### src/rtl/flash_pkg.sv
// Shared types and constants for the Gigatron flash instruction fetch engine.
package flash_pkg;

  // Fetch engine states, exported on the debug port of flash_insn_fetch.
  typedef enum logic [1:0] {
    IDLE  = 2'd0,
    RD_LO = 2'd1,
    RD_HI = 2'd2,
    DONE  = 2'd3
  } fetch_state_e;

  localparam int FLASH_ADDR_W        = 22;
  localparam int ROM_ADDR_W          = 16;
  // Upper flash address bits that select the 128 KiB ROM window.
  localparam int BASE_W              = FLASH_ADDR_W - ROM_ADDR_W - 1;
  // CLOCK_50 cycles per byte access: tACC / 20 ns, rounded up.
  localparam int DEFAULT_WAIT_CYCLES = 4;
  // Wide enough for the full 1..15 wait range.
  localparam int CNT_W               = 4;

endpackage

### src/rtl/flash_word_cache.sv
// Single-entry last-word cache: remembers the most recent instruction word
// fetched from flash, keyed by its 16-bit ROM word address.
module flash_word_cache
  import flash_pkg::*;
(
  input  logic                  clk,
  input  logic                  clear,
  input  logic [ROM_ADDR_W-1:0] lookup_addr,
  output logic                  hit,
  output logic [15:0]           hit_data,
  input  logic                  fill_en,
  input  logic [ROM_ADDR_W-1:0] fill_addr,
  input  logic [15:0]           fill_data
);

  logic                  valid_q, valid_d;
  logic [ROM_ADDR_W-1:0] tag_q, tag_d;
  logic [15:0]           data_q, data_d;

  assign hit      = valid_q && (tag_q == lookup_addr);
  assign hit_data = data_q;

  // A completed flash fetch replaces the single entry.
  always_comb begin
    valid_d = valid_q;
    tag_d   = tag_q;
    data_d  = data_q;
    if (fill_en) begin
      valid_d = 1'b1;
      tag_d   = fill_addr;
      data_d  = fill_data;
    end
  end

  // Entry registers; clear invalidates so no word survives a reset.
  always_ff @(posedge clk) begin
    if (clear) begin
      valid_q <= 1'b0;
      tag_q   <= '0;
      data_q  <= '0;
    end else begin
      valid_q <= valid_d;
      tag_q   <= tag_d;
      data_q  <= data_d;
    end
  end

endmodule

### src/rtl/flash_insn_fetch.sv
// Self-timed fetch of one 16-bit Gigatron instruction from the 8-bit parallel
// flash: low byte at the even byte address, then high byte at the odd one.
// Each byte is held on FL_ADDR for WAIT_CYCLES edges before FL_DQ is captured.
// Optional macro FETCH_CACHE_EN adds a single-entry last-word cache that lets a
// repeated request for the same word complete without touching the flash.
//
// Handshake (level): the sequencer raises req and holds it (romaddr sampled
// only on the accepting edge) until insn_rdy; insn is valid while insn_rdy is
// high; the sequencer then drops req, and the following edge clears insn_rdy.
// req must be low for at least one edge between fetches.
module flash_insn_fetch
  import flash_pkg::*;
#(
  parameter int unsigned         WAIT_CYCLES = DEFAULT_WAIT_CYCLES,
  parameter logic [BASE_W-1:0]   FLASH_BASE  = 5'h00
) (
  input  logic                    CLOCK_50,
  input  logic                    reset,
  input  logic                    req,
  input  logic [ROM_ADDR_W-1:0]   romaddr,
  output logic [15:0]             insn,
  output logic                    insn_rdy,
  output logic                    busy,
  output logic [FLASH_ADDR_W-1:0] FL_ADDR,
  input  logic [7:0]              FL_DQ,
  output fetch_state_e            dbg_state
);

  // Counter reload: capture happens on the edge where the count reaches zero.
  localparam logic [CNT_W-1:0] WAIT_LOAD = CNT_W'(WAIT_CYCLES - 1);

  fetch_state_e            state_q, state_d;
  logic [CNT_W-1:0]        cnt_q, cnt_d;
  logic [15:0]             insn_q, insn_d;
  logic                    rdy_q, rdy_d;
  logic                    busy_q, busy_d;
  logic [FLASH_ADDR_W-1:0] fl_addr_q, fl_addr_d;

  logic                    cache_hit;
  logic [15:0]             cache_data;

`ifdef FETCH_CACHE_EN
  logic        fill_en;
  logic [15:0] fill_data;

  // The word is complete on the edge that captures the high byte.
  assign fill_en   = (state_q == RD_HI) && (cnt_q == '0);
  assign fill_data = {FL_DQ, insn_q[7:0]};

  flash_word_cache u_cache (
    .clk         (CLOCK_50),
    .clear       (reset),
    .lookup_addr (romaddr),
    .hit         (cache_hit),
    .hit_data    (cache_data),
    .fill_en     (fill_en),
    .fill_addr   (fl_addr_q[ROM_ADDR_W:1]),
    .fill_data   (fill_data)
  );
`else
  assign cache_hit  = 1'b0;
  assign cache_data = '0;
`endif

  // Next-state and next-output logic for the fetch sequence.
  always_comb begin
    state_d   = state_q;
    cnt_d     = cnt_q;
    insn_d    = insn_q;
    rdy_d     = rdy_q;
    busy_d    = busy_q;
    fl_addr_d = fl_addr_q;
    unique case (state_q)
      IDLE: begin
        if (req) begin
          if (cache_hit) begin
            insn_d  = cache_data;
            rdy_d   = 1'b1;
            state_d = DONE;
          end else begin
            fl_addr_d = {FLASH_BASE, romaddr, 1'b0};
            cnt_d     = WAIT_LOAD;
            busy_d    = 1'b1;
            state_d   = RD_LO;
          end
        end
      end
      RD_LO: begin
        if (cnt_q == '0) begin
          insn_d[7:0]  = FL_DQ;
          fl_addr_d[0] = 1'b1;
          cnt_d        = WAIT_LOAD;
          state_d      = RD_HI;
        end else begin
          cnt_d = cnt_q - CNT_W'(1);
        end
      end
      RD_HI: begin
        if (cnt_q == '0) begin
          insn_d[15:8] = FL_DQ;
          rdy_d        = 1'b1;
          busy_d       = 1'b0;
          state_d      = DONE;
        end else begin
          cnt_d = cnt_q - CNT_W'(1);
        end
      end
      DONE: begin
        // Holding req keeps the word presented; no new fetch until req drops.
        if (!req) begin
          rdy_d   = 1'b0;
          state_d = IDLE;
        end
      end
      default: state_d = IDLE;
    endcase
  end

  // State and registered outputs; reset abandons any access in flight.
  always_ff @(posedge CLOCK_50) begin
    if (reset) begin
      state_q   <= IDLE;
      cnt_q     <= '0;
      insn_q    <= '0;
      rdy_q     <= 1'b0;
      busy_q    <= 1'b0;
      fl_addr_q <= '0;
    end else begin
      state_q   <= state_d;
      cnt_q     <= cnt_d;
      insn_q    <= insn_d;
      rdy_q     <= rdy_d;
      busy_q    <= busy_d;
      fl_addr_q <= fl_addr_d;
    end
  end

  assign insn      = insn_q;
  assign insn_rdy  = rdy_q;
  assign busy      = busy_q;
  assign FL_ADDR   = fl_addr_q;
  assign dbg_state = state_q;

endmodule
### config.mk
export PLATFORM = sky130hd
export DESIGN_NAME = flash_insn_fetch
export DESIGN_NICKNAME = d
export VERILOG_FILES = /design/src/rtl/flash_pkg.sv /design/src/rtl/flash_word_cache.sv /design/src/rtl/flash_insn_fetch.sv
export SDC_FILE = /design/constraint.sdc
export NUM_CORES = 1
export LEC_CHECK = 0
export BUFFER_PORTS_ARGS = -buffer_cell sky130_fd_sc_hd__buf_2
export CORE_MARGIN = 2
export CORE_UTILIZATION = 40
export CTS_BUF_LIST = sky130_fd_sc_hd__clkbuf_16
export DETAILED_ROUTE_END_ITERATION = 16
export HOLD_SLACK_MARGIN = 0.12
export PLACE_DENSITY = 0.67
export SETUP_SLACK_MARGIN = 0.5
export SLEW_MARGIN = 10
export SYNTH_ARGS = -nofsm -noshare
export SYNTH_HDL_FRONTEND = slang
export SYNTH_SLANG_ARGS = --single-unit
### constraint.sdc
create_clock -name CLOCK_50 -period 1.6 [get_ports CLOCK_50]
set_input_delay 0.08 -clock CLOCK_50 [delete_from_list [all_inputs] [get_ports CLOCK_50]]
set_output_delay 0.08 -clock CLOCK_50 [all_outputs]
set_load 0.05 [all_outputs]
==> key figures <==
Layout
  • Final nets: 344
  • Fin util: 66.0%
  • # diodes: 0
  • Synth-to-Final Area Change: 57.0%
  • Fillcell total: 332
  • Register Area: 831 sq um
  • Area of the multi-input gates: 896 sq um
  • Layout cells sized above 1: 38.8%
  • Design area: 2680 sq um

Global route
  • M2 GR Usage: 31.5%
  • Global router's overall resource usage: 19.2%
  • Overflow left after global routing: 0
  • Largest net degree at the start of global routing: 25
  • Initial antenna violation count: 0
  • Vias in the first global route: 1615
  • GR peak layer: met2
  • GR Util met1: 23.7%
  • Grt met3 use: 5.52%
  • Global-route wire length before repair: 7.52 mm

Placement
  • RD Place Congestion: 0.763
  • I/O Buffers: 63
  • Post-DP Area: 2130 sq um
  • Dpl hpwl: 2.87 mm

Synthesis
  • Synth Cell Area: 1710 sq um
  • Synth area leader: dfxtp_1
  • EDFF count, synth: 0
  • #FFs+latches synth: 41
  • Post-synth cell types: 33
  • Yosys top cell area share: 48.1%
  • Cells after Synth: 211
  • Yosys Warn Count: 0
  • Async SR Flop Fraction: 0%
  • Synth area leaders: dfxtp_1 48%, nand2_1 16%, a21oi_1 11%
  • Top post-synthesis cells by count: 72 x nand2_1, 41 x dfxtp_1, 37 x a21oi_1
  • Top FF cell, synth: dfxtp_1
  • Syn_area_per_cell: 8.08 sq um
  • Most instantiated library cell after synthesis: nand2_1
  • Sequential share of the synthesized area: 48.1%

Routing
  • First-pass DRT Iterations: 4
  • Routed len/inst: 12.3 um
  • Via count: 1725
  • Routed WL: 4.46 mm
  • Antenna-violating nets left: 0
  • DRC violations left: 0
  • Routed vias/inst: 4.77
  • Iter 0 DRT Violations: 57

Floorplan
  • Die Width: 69.3 um
  • Placeable Area: 4060 sq um
  • DIE AREA: 4800 sq um
  • # IOs: 69
  • Cell row count: 23
  • Die height: 69.3 um
  • Initial Util: 42.0%

Critical path
  • Startpoint Class: flip-flop
  • WP data arrival: 1.63 ns
  • Critical path class: flip-flop to flip-flop
  • Worst EP required: 1.77 ns
  • Worst Path Max Fanout: 5
  • Setup crit end kind: flip-flop

Clock network
  • Clock net sink count: 41
  • H-tree depth: 2
  • CTS tree: built
  • Root Buffer: clkbuf_16
  • Clock transition at path regs: 0.06 ns
  • Cts bufs inserted: 5
  • Clock buffer depth: 2
  • Worst skew pair latency: 0.28 ns

Power
  • Internal power: 2820 uW
  • Logic pwr share: 52.7%
  • Lkg Pwr: 0.00119 uW
  • Power Density: 1850 nW/um^2
  • Worst vdd ir: 0.000743 V
  • Sw Pwr: 2130 uW
  • Reg power frac: 28.1%
  • Clock Power Share: 19.1%
  • Net switching fraction of the power: 43.1%

Timing
  • RSZ-0062 raised after global routing: yes
  • Slew Limit Fails: 0
  • Setup Skew: 0.00417 ns
  • Final hold viol count: 0
  • Max frequency: 682 MHz
  • Tcrit/Tclk final: 91.6%
  • Fin crit period: 1.47 ns
  • # setup viols final: 0

Status
  • Outcome: completed

Hold path
  • Hold Crit Class: input port to flip-flop

Flow run
  • Max-cap violation count: 0
## logic make-up after synthesis
family | synth area share, %
other | 0.220
adder cells (fa/ha/maj) | 4.40
AND/OR/NAND/NOR | 24.9
AO/OA/AOI/OAI | 14.7
buffers and inverters | 6.38
multiplexers | 1.25
flip-flops | 48.1
## metal layers
metal / wire, um / part of all wire (%)
met1: 1890 / 42
met4: 55 / 1.2
met2: 2280 / 51
met3: 232 / 5.2
met5: 0 / 0
## cell type report
cell class,instances,area share (%)
multi-input combinational,153,33.5
clock buffer,5,4.67
inverter,5,0.794
tap,50,2.34
timing repair buffer,105,27.1
clock inverter,3,0.607
sequential,41,31.0
## stage by stage
| stage | worst slack, ns | instances | total power, uW | TNS [ns] | hold WS, ns |
|---|---|---|---|---|---|
| 2_1_floorplan | -0.122 | 215 | 3100 | -0.288 | 0.216 |
| 3_3_place_gp | 0.102 | 320 | 3560 | 0 | 0.325 |
| 3_5_place_dp | 0.107 | 320 | 3590 | 0 | 0.328 |
| 4_1_cts | 0.131 | 357 | 4740 | 0 | 0.174 |
| 5_1_grt | 0.0439 | 362 | 5300 | 0 | 0.201 |
| 6_report | 0.135 | 362 | 4960 | 0 | 0.194 |
## flip-flops by register name, summed over array words and instances, names as in the netlist
signal,cells
cnt_q,4
dbg_state,2
insn_rdy,1
busy,1
FL_ADDR,17
insn,16
## critical path, cell delays in order, from the launching register on
cell and delay [ns]:
dfxtp_4 0.35, inv_4 0.04, ha_4 0.17, and4bb_2 0.26, nor3b_4 0.26, o2111a_1 0.22
nor3_1 0.05
## power groups by stage
stage | logic, uW | clock network (uW) | registers, uW
floorplan | 1060 | 0 | 2040
global placement | 2140 | 0 | 1420
detailed placement | 2170 | 0 | 1430
CTS | 2370 | 980 | 1390
global route | 2830 | 1040 | 1430
finish | 2610 | 949 | 1390
## path summary, 6_finish.rpt
kind / startpoint / to / slack [ns] / depth (start not counted)
max: dbg_state[0]$_SDFFE_PP0P_ / cnt_q[1]$_SDFFE_PP0P_ / 0.13 / 6
min: reset / FL_ADDR[13]$_SDFFE_PP0P_ / 0.19 / 2
max reg2reg: dbg_state[0]$_SDFFE_PP0P_ / cnt_q[1]$_SDFFE_PP0P_ / 0.13 / 6
min reg2reg: FL_ADDR[13]$_SDFFE_PP0P_ / FL_ADDR[13]$_SDFFE_PP0P_ / 0.45 / 2
## placed cells by master, fill, tap and decap left out, types with 2 or more instances in the layout
cell / count
buf_2: 62
nand2_1: 61
dfxtp_1: 37
a21oi_1: 37
dlygate4sd3_1: 24
buf_4: 14
nand2_2: 9
nor2_1: 5
conb_1: 5
clkbuf_16: 5
nor3_1: 4
inv_2: 2
inv_1: 2
inv_4: 2
nor3b_4: 2
and2_4: 2
nand2_4: 2
o2111a_1: 2
o211ai_1: 2
ha_2: 2
ha_4: 2
ha_1: 2
clkinv_2: 2
dfxtp_2: 2
dfxtp_4: 2
buf_6: 2
buf_12: 2
## timing repair
item	in CTS	in global routing
gates resized for setup	9	17
pin swaps	8	16
hold endpoints to repair	32	0
setup endpoints to repair	41	42
hold buffers	24	0
setup buffers	5	5
(Power assumes the default switching activity.)
